==> src/rtl/cnn_pkg.sv <==
// cnn_pkg: shared types and helpers for the CNN result path.
package cnn_pkg;
  typedef enum logic {IDLE, SEND} ser_state_t;
  function automatic int num_groups(int nok, int npe);
    return (nok + npe - 1) / npe;
  endfunction
endpackage

==> src/rtl/kernel_group_serializer_if.sv <==
// kernel_group_serializer_if: pixel-vector input handshake and per-beat result bus.
interface kernel_group_serializer_if #(
  parameter int NumberOfK = 4,
  parameter int BitSize = 32,
  parameter int ProcessingElements = 2
);
  logic in_valid;
  logic in_ready;
  logic [NumberOfK-1:0][BitSize-1:0] in_data;
  logic [NumberOfK-1:0] out_valid;
  logic [ProcessingElements-1:0][BitSize-1:0] out_data;
  logic image_last;
  logic busy;
  modport master (output in_valid, in_data, input in_ready, out_valid, out_data, image_last, busy);
  modport slave (input in_valid, in_data, output in_ready, out_valid, out_data, image_last, busy);
endinterface

==> src/rtl/sync_fifo.sv <==
// sync_fifo: first-word-fall-through FIFO, power-of-2 depth, async active-high reset.
module sync_fifo #(
  parameter int WIDTH = 128,
  parameter int DEPTH = 4
) (
  input  logic             clk,
  input  logic             rst,
  input  logic             push,
  input  logic             pop,
  input  logic [WIDTH-1:0] wdata,
  output logic [WIDTH-1:0] rdata,
  output logic             full,
  output logic             empty
);
  localparam int AW = $clog2(DEPTH);
  logic [WIDTH-1:0] mem [DEPTH];
  logic [AW:0] wp, rp;
  assign empty = wp == rp;
  assign full = (wp[AW] != rp[AW]) && (wp[AW-1:0] == rp[AW-1:0]);
  assign rdata = mem[rp[AW-1:0]];
  always_ff @(posedge clk or posedge rst)
    if (rst) begin
      wp <= '0;
      rp <= '0;
    end else begin
      if (push) wp <= wp + 1'b1;
      if (pop) rp <= rp + 1'b1;
    end
  always_ff @(posedge clk)
    if (push) mem[wp[AW-1:0]] <= wdata;
endmodule

==> src/rtl/kernel_group_serializer.sv <==
// kernel_group_serializer: splits buffered per-pixel kernel vectors into lane-wide beats for mem_module.
module kernel_group_serializer
  import cnn_pkg::*;
#(
  parameter int NumberOfK = 4,
  parameter int BitSize = 32,
  parameter int ProcessingElements = 2,
  parameter int ImageWidth = 2,
  parameter int FifoDepth = 4
) (
  input logic clk,
  input logic res,
  kernel_group_serializer_if.slave bus
);
  localparam int G = num_groups(NumberOfK, ProcessingElements);
  localparam int GW = G > 1 ? $clog2(G) : 1;
  localparam int NP = ImageWidth * ImageWidth;
  localparam int PW = NP > 1 ? $clog2(NP) : 1;
  typedef logic [NumberOfK-1:0][BitSize-1:0] vec_t;
  typedef logic [G-1:0][ProcessingElements-1:0][BitSize-1:0] pad_t;
  ser_state_t state;
  logic [GW-1:0] grp, nb;
  logic [PW-1:0] pix;
  vec_t vec, rdata, src;
  pad_t pad;
  logic [NumberOfK-1:0] nxt_valid;
  logic rdy, full, empty, restart, go, last;
  sync_fifo #(.WIDTH(NumberOfK * BitSize), .DEPTH(FifoDepth)) u_fifo (
    .clk(clk), .rst(res), .push(bus.in_valid & bus.in_ready), .pop(restart & !empty),
    .wdata(bus.in_data), .rdata(rdata), .full(full), .empty(empty)
  );
  assign bus.in_ready = rdy & !full;
  assign bus.busy = !empty || state == SEND;
  // restart: the next beat is beat 0 of a freshly popped vector (or nothing, if the FIFO is empty)
  always_comb begin
    restart = state == IDLE || grp == GW'(G - 1);
    go = !restart || !empty;
    src = restart ? rdata : vec;
    nb = restart ? '0 : grp + 1'b1;
    last = nb == GW'(G - 1);
  end
  // lanes beyond the last kernel of the final group are padded with zeros
  for (genvar k = 0; k < G * ProcessingElements; k++) begin : g_pad
    if (k < NumberOfK) begin : g_src
      assign pad[k / ProcessingElements][k % ProcessingElements] = src[k];
      assign nxt_valid[k] = nb == GW'(k / ProcessingElements);
    end else begin : g_zero
      assign pad[k / ProcessingElements][k % ProcessingElements] = '0;
    end
  end
  always_ff @(posedge clk or posedge res)
    if (res) begin
      state <= IDLE;
      grp <= '0;
      pix <= '0;
      vec <= '0;
      rdy <= 1'b0;
      bus.out_valid <= '0;
      bus.out_data <= '0;
      bus.image_last <= 1'b0;
    end else begin
      rdy <= 1'b1;
      state <= go ? SEND : IDLE;
      grp <= nb;
      vec <= src;
      bus.out_valid <= go ? nxt_valid : '0;
      bus.out_data <= go ? pad[nb] : '0;
      bus.image_last <= go && last && pix == PW'(NP - 1);
      if (go && last) pix <= pix == PW'(NP - 1) ? '0 : pix + 1'b1;
    end
endmodule

==> src/flat_wrapper.sv <==
// flat-port wrapper written by rule: the top's interface ports become plain ports
module kernel_group_serializer_flat import cnn_pkg::*;
#(
  parameter int NumberOfK = 4,
  parameter int BitSize = 32,
  parameter int ProcessingElements = 2,
  parameter int ImageWidth = 2,
  parameter int FifoDepth = 4
)
  (clk, res, bus_in_valid, bus_in_data, bus_in_ready, bus_out_valid, bus_out_data, bus_image_last, bus_busy);
  kernel_group_serializer_if #(.NumberOfK(NumberOfK), .BitSize(BitSize), .ProcessingElements(ProcessingElements)) bus_i ();
  input logic clk;
  input logic res;
  input wire logic [$bits(bus_i.in_valid)-1:0] bus_in_valid;
  input wire logic [$bits(bus_i.in_data)-1:0] bus_in_data;
  output wire logic [$bits(bus_i.in_ready)-1:0] bus_in_ready;
  output wire logic [$bits(bus_i.out_valid)-1:0] bus_out_valid;
  output wire logic [$bits(bus_i.out_data)-1:0] bus_out_data;
  output wire logic [$bits(bus_i.image_last)-1:0] bus_image_last;
  output wire logic [$bits(bus_i.busy)-1:0] bus_busy;
  assign bus_i.in_valid = bus_in_valid;
  assign bus_i.in_data = bus_in_data;
  assign bus_in_ready = bus_i.in_ready;
  assign bus_out_valid = bus_i.out_valid;
  assign bus_out_data = bus_i.out_data;
  assign bus_image_last = bus_i.image_last;
  assign bus_busy = bus_i.busy;
  kernel_group_serializer #(.NumberOfK(NumberOfK), .BitSize(BitSize), .ProcessingElements(ProcessingElements), .ImageWidth(ImageWidth), .FifoDepth(FifoDepth)) u_core (.clk(clk), .res(res), .bus(bus_i));
endmodule
==> config.mk <==
export PLATFORM = sky130hd
export DESIGN_NAME = kernel_group_serializer_flat
export DESIGN_NICKNAME = d
export VERILOG_FILES = /design/src/rtl/cnn_pkg.sv /design/src/rtl/kernel_group_serializer_if.sv /design/src/rtl/sync_fifo.sv /design/src/rtl/kernel_group_serializer.sv /design/src/flat_wrapper.sv
export SDC_FILE = /design/constraint.sdc
export NUM_CORES = 1
export LEC_CHECK = 0
export CAP_MARGIN = 0
export CORE_UTILIZATION = 52
export DETAILED_ROUTE_END_ITERATION = 8
export HOLD_SLACK_MARGIN = 0.12
export PLACE_DENSITY_LB_ADDON = 0.05
export REMOVE_ABC_BUFFERS = 1
export SYNTH_ARGS = -nofsm -noshare
export SYNTH_HDL_FRONTEND = slang
export SYNTH_HIERARCHICAL = 1
export SYNTH_SLANG_ARGS = --single-unit
==> constraint.sdc <==
create_clock -name clk -period 4.55 [get_ports clk]
set_input_delay 0.91 -clock clk [delete_from_list [all_inputs] [get_ports clk]]
set_output_delay 0.91 -clock clk [all_outputs]
set_load 0.01 [all_outputs]
# After elaboration in Yosys (flattened, before gate mapping)
# Memory sizes are Yosys's and may differ from the RTL's.
# Cells that the tools add are included.
totals:
  ff_bits: 208
  ramBits: 512
  inputBits: 131
  output_inout_bits: 71
  word_cells: 48
  memories: 1
memory_table:
  columns: ["name", "depth", "width", "read_ports", "rd_ports_with_merged_regs", "write_ports", "line_no", "source"]
  rows:
  - ["u_core.u_fifo.mem", 4, 128, 1, 0, 1, "sync_fifo.sv:16", "logic [WIDTH-1:0] mem [DEPTH];"]
op_classes:
  addsub: 4
  order_cmp: 1
  eq_ne: 4
  n_mux: 10
  bitwise: 5
  n_reduce_logical: 9
op_table:
  columns: ["op", "n"]
  rows:
  - ["$mux W64", 3]
  - ["$mux W128", 1]
  - ["$add A3 B1 Y3 const B", 2]
  - ["$mux W1", 4]
  - ["$mux W4", 1]
  - ["$and A1 B1 Y1", 3]
  - ["$eq A3 B3 Y1", 1]
  - ["$logic_and A1 B1 Y1", 3]
  - ["$logic_not A1 Y1", 3]
  - ["$logic_or A1 B1 Y1", 3]
  - ["$add A2 B1 Y2 const B", 1]
  - ["$eq A2 B2 Y1", 1]
  - ["$eq A2 B2 Y1 const B", 1]
  - ["$lt A1 B2 Y1 const B", 1]
  - ["$mux W2", 1]
  - ["$not A1 Y1", 2]
  - ["$add A1 B1 Y1 const B", 1]
  - ["$ne A1 B1 Y1", 1]

# Longest topological paths before layout
depth:
  word_depth: 7
  ltp_mapped: 8
  ltp_nobuf: 6

# Hierarchy
# Netlist, hierarchy kept.
modules_own_cells:
  columns: ["module", "n_inst", "cells_per_inst", "area_per_inst_um2", "seq_area_each_um2"]
  rows:
  - ["sync_fifo", 1, 700, 18870.6, 15524.9]
  - ["kernel_group_serializer", 1, 374, 5675.4, 3403.3]

# Worst setup path after synthesis
# OpenSTA, ideal clock, no wires.
synth_timing:
  path_kind: "register to register"
  start: "register u_core.u_fifo.rp[1]"
  end: "memory u_core.u_fifo.mem[3][0] (enable)"
  setup_time_ns: 0.503
  arrival_ns: 4.454
  t_required_ns: 4.047
  setup_slack_ns: -0.408
  stages_incl_launch_ff: 7
  path_buffers: 1
  period_less_slack_ns: 4.958
  cell_sequence: "dfrtp_1 -> buf_1 -> xor2_1 -> nor3_1 -> nor2b_1 -> and2_1 -> and2_1"
synth_between:
  elab_chain_cells: 7
synth_rtl:
  columns: ["item", "line_no", "source"]
  rows:
  - ["start, declared", "sync_fifo.sv:17", "logic [AW:0] wp, rp;"]
  - ["start signal, assigned", "sync_fifo.sv:27", "if (pop) rp <= rp + 1'b1;"]
  - ["$eq A2 B2 Y1", "sync_fifo.sv:19", "assign full = (wp[AW] != rp[AW]) && (wp[AW-1:0] == rp[AW-1:0]);"]
  - ["$logic_and A1 B1 Y1", "sync_fifo.sv:19", null]
  - ["net u_core.full", "kernel_group_serializer.sv:27", "logic rdy, full, empty, restart, go, last;"]
  - ["$logic_not A1 Y1", "kernel_group_serializer.sv:32", "assign bus.in_ready = rdy & !full;"]
  - ["$and A1 B1 Y1", "kernel_group_serializer.sv:32", null]
  - ["net bus_in_ready", "flat_wrapper.sv:16", "output wire logic [$bits(bus_i.in_ready)-1:0] bus_in_ready;"]
  - ["$and A1 B1 Y1", "kernel_group_serializer.sv:29", ".clk(clk), .rst(res), .push(bus.in_valid & bus.in_ready), .pop(restart & !empty),"]
  - ["$mux W1", "sync_fifo.sv:30", "if (push) mem[wp[AW-1:0]] <= wdata;"]
  - ["$mux W1 (not written as such)", "sync_fifo.sv:30", null]
  - ["end, declared", "sync_fifo.sv:16", null]
# The timed path passes the listed nets, and every way through them passes these cells.

# Worst setup path in the final report
layout_timing:
  start: "register u_core.u_fifo.rp[1]"
  end: "output port bus_busy"
layout_between:
  elab_chain_cells: 3
layout_rtl:
  columns: ["item", "line_no", "source"]
  rows:
  - ["$eq A3 B3 Y1", "sync_fifo.sv:18", "assign empty = wp == rp;"]
  - ["net u_core.empty", "kernel_group_serializer.sv:27", null]
  - ["$logic_not A1 Y1", "kernel_group_serializer.sv:33", "assign bus.busy = !empty || state == SEND;"]
  - ["$logic_or A1 B1 Y1", "kernel_group_serializer.sv:33", null]
  - ["end, declared", "flat_wrapper.sv:20", "output wire logic [$bits(bus_i.busy)-1:0] bus_busy;"]
# The timed path passes the listed nets, and every way through them passes these cells.

==> run metrics <==
global-route wire length before repair 71.33 mm; Post CTS Setup Buffer Count 0; register area share after synthesis 77.11%; Initial Util 52.72%; largest net degree at the start of global routing 80; Port Buf Inserts 201; CP Max Fanout 39; synthesized area per cell 22.85 um^2; unrepaired setup endpoints after global routing no; PwrDens 666.4 nW/um^2; hold buffer count at CTS 0; Seq cells post-synth 654; area grow syn2layout 19.28%; Async S/R FF share, synth 21.71%; Max VDD drop 0.7917 mV; vias in the first global route 11718; Final ANT Viol Nets 0; Final Core Density 62.89%; crit start category flip-flop; Vert. Die Dim 219.3 um; critical path class reg -> out; layout cells sized above 1 27.15%; arrival time of the worst setup path 2.51 ns; I/O pins 202; worst slew pin tran 1.136 ns; Reg clk slew, reported paths 0.06 ns; Worst Hold Launch u_core/u_fifo/wp[2]; register-to-register setup slack 1.46 ns; status completed; GRT Total Usage 20.55%; clock buffer depth 3; clk_skew 0.01342 ns; Vias 10900; worst hold path depth 1; Setup Viol. Count Final 0; CTS tree yes; Fmax achieved 292.1 MHz; R2R Path End u_core/u_fifo/mem[2][73]; detailed-route vias per instance 5.530; Die Footprint 48080 um^2; WL/cell 23.95 um; Core Area 46560 um^2; Final Hold Vio Count 0; Worst-Skew Late Latency 0.58 ns; die width 219.3 um; Post-synth EDFFs 512; Max H-tree Level 3; post-cts sizing count 0; Max-cap violations 0; fin crit share 75.24%; Post-Syn Area 24550 um^2; Critical Path End Type output pin; Nets 1450; clock sink count 654; Max transition margin 24.29%; initial antenna violation count 6; WP data required 3.64 ns; Synthesis Warnings 6; Leak 10.08 nW; Design Area, Final 29280 um^2; Max stage delay on crit path 0.83 ns; grt ovf 0; standard-cell rows 79; First DRT Iteration DRCs 700; worst-case reg-to-reg path depth 6; Slew Viols, Final 0; Worst Hold End u_core/u_fifo/wp[2]; placed cell area 27150 um^2; Reg-to-Reg Start u_core/u_fifo/rp[1]; HPWL Detailed 26.07 mm; Netlist cell types 28; critical-path cell list xor2_1, nor3b_2, nand2b_1, clkdlybuf4s50_1; HP Class reg -> reg; Top FF cell, synth edfxtp_1; GP Congestion 0.7188; DRC viols 0; WL final 47.20 mm; final critical-path required period 3.423 ns; TritonRoute pass-1 iters 4; Num CTS Buffers 68; Post-Syn Instances 1074; CTS root buffer clkbuf_16; Worst path slowest cell dfrtp_4
-- layout by cell type, fill, tap and decap left out, drive strengths merged, types with 2 or more instances in the layout --
cell type / netlist / final
edfxtp: 512 / 512
buf: 53 / 27
inv: 6 / 6
clkdlybuf4s50: 0 / 201
nand2b: 2 / 2
nor2b: 65 / 65
nor2: 3 / 3
clkinv: 0 / 15
xnor2: 2 / 2
and2: 6 / 6
clkbuf: 6 / 104
ha: 6 / 6
xor2: 5 / 5
nand2: 3 / 3
mux2: 131 / 131
dfrtp: 142 / 142
mux4: 128 / 128
-- worst max path at each step --
stage / endpoint / slack (ns) / startpoint / depth (start not counted)
detailed placement: u_core/u_fifo/mem[2][93] / 1.33 / bus_in_valid / 4
floorplan: bus_busy / -5.78 / u_core/u_fifo/rp[0] / 3
global route: bus_busy / 0.93 / u_core/u_fifo/rp[1] / 4
CTS: bus_busy / 0.99 / u_core/u_fifo/rp[1] / 4
global placement: u_core/u_fifo/mem[2][93] / 1.35 / bus_in_valid / 4
finish: bus_busy / 1.13 / u_core/u_fifo/rp[1] / 4
-- per-stage QoR --
stage                     setup WS (ns)  TNS (ns)  total power (W)  cells  hold slack (ns)
after floorplan                  -5.776  -2760.65          0.01271   1015           0.4584
after global placement            1.351         0          0.01443   1850           0.4701
after detailed placement          1.335         0          0.01450   1850           0.4740
after CTS                        0.9889         0          0.01981   1970           0.4865
after global routing             0.9317         0          0.02049   1971           0.5118
final                             1.127         0          0.01951   1971           0.4858
-- Yosys cell counts (4+ instances only) --
| cell type | n | area (um^2) |
|---|---|---|
| edfxtp_1 | 512 | 15370 |
| dfrtp_1 | 142 | 3553 |
| mux4_2 | 128 | 2883 |
| mux2_2 | 89 | 1002 |
| nor2b_1 | 65 | 406.6 |
| mux2_4 | 28 | 420.4 |
| buf_2 | 26 | 130.1 |
| buf_8 | 15 | 225.2 |
| mux2_1 | 14 | 157.7 |
| and2_1 | 6 | 37.54 |
| clkbuf_1 | 6 | 22.52 |
| ha_1 | 6 | 75.07 |
| buf_4 | 5 | 37.54 |
| inv_1 | 5 | 18.77 |
| xor2_1 | 5 | 43.79 |
| buf_6 | 4 | 45.04 |
-- report_power, final --
| group | leakage [nW] | switching [W] | internal [W] | total, W |
|---|---|---|---|---|
| clock | 1.04 | 0.00214 | 0.00312 | 0.00526 |
| sequential | 6.31 | 0.000536 | 0.00776 | 0.00829 |
| combinational | 2.73 | 0.00265 | 0.00331 | 0.00596 |
| total | 10.1 | 0.00532 | 0.0142 | 0.0195 |
-- routing by layer --
| metal | vias up | GRT usage [%] | wire length (um) |
|---|---|---|---|
| li1 | 4764 | - | - |
| met1 | 5810 | 27.93 | 20310 |
| met2 | 245 | 33.11 | 23490 |
| met3 | 71 | 4.560 | 2479 |
| met4 | 10 | 6.898 | 858 |
| met5 | - | 0 | 63 |
-- cells by family after synthesis --
logic type	share of synthesized area (%)
buf+inv	2.080
simple gates	2.034
xor+xnor	0.2498
compound gates	0.02037
flops	77.11
mux	18.18
fa+ha+maj	0.3058
other cells	0.01528
-- layout make-up --
| type | instances | area (um^2) |
|---|---|---|
| clock buffer | 104 | 2033 |
| timing repair buffer | 228 | 2302 |
| inverter | 6 | 30.03 |
| multi-input combinational | 355 | 5122 |
| sequential | 654 | 18940 |
| antenna | 1 | 2.502 |
| fill | 3209 | 17280 |
| tap | 607 | 759.5 |
| clock inverter | 16 | 92.59 |
-- sequential cells by signal (all words and copies together), names as in the netlist --
register	flops
u_core/u_fifo/mem	512
u_core/bus.out_valid	2
u_core/grp	1
u_core/vec	64
u_core/u_fifo/wp	3
u_core/pix	2
u_core/bus.out_data	64
u_core/rdy	1
u_core/u_fifo/rp	3
u_core/state	1
u_core/bus.image_last	1
-- critical path, delay by kind of cell (launching register included) --
kind,cells,cell delay (ns)
simple gates,2,0.41
buf+inv,1,0.50
xor+xnor,1,0.19
flops,1,0.83
No activity file was read; power rests on OpenSTA's default activity.
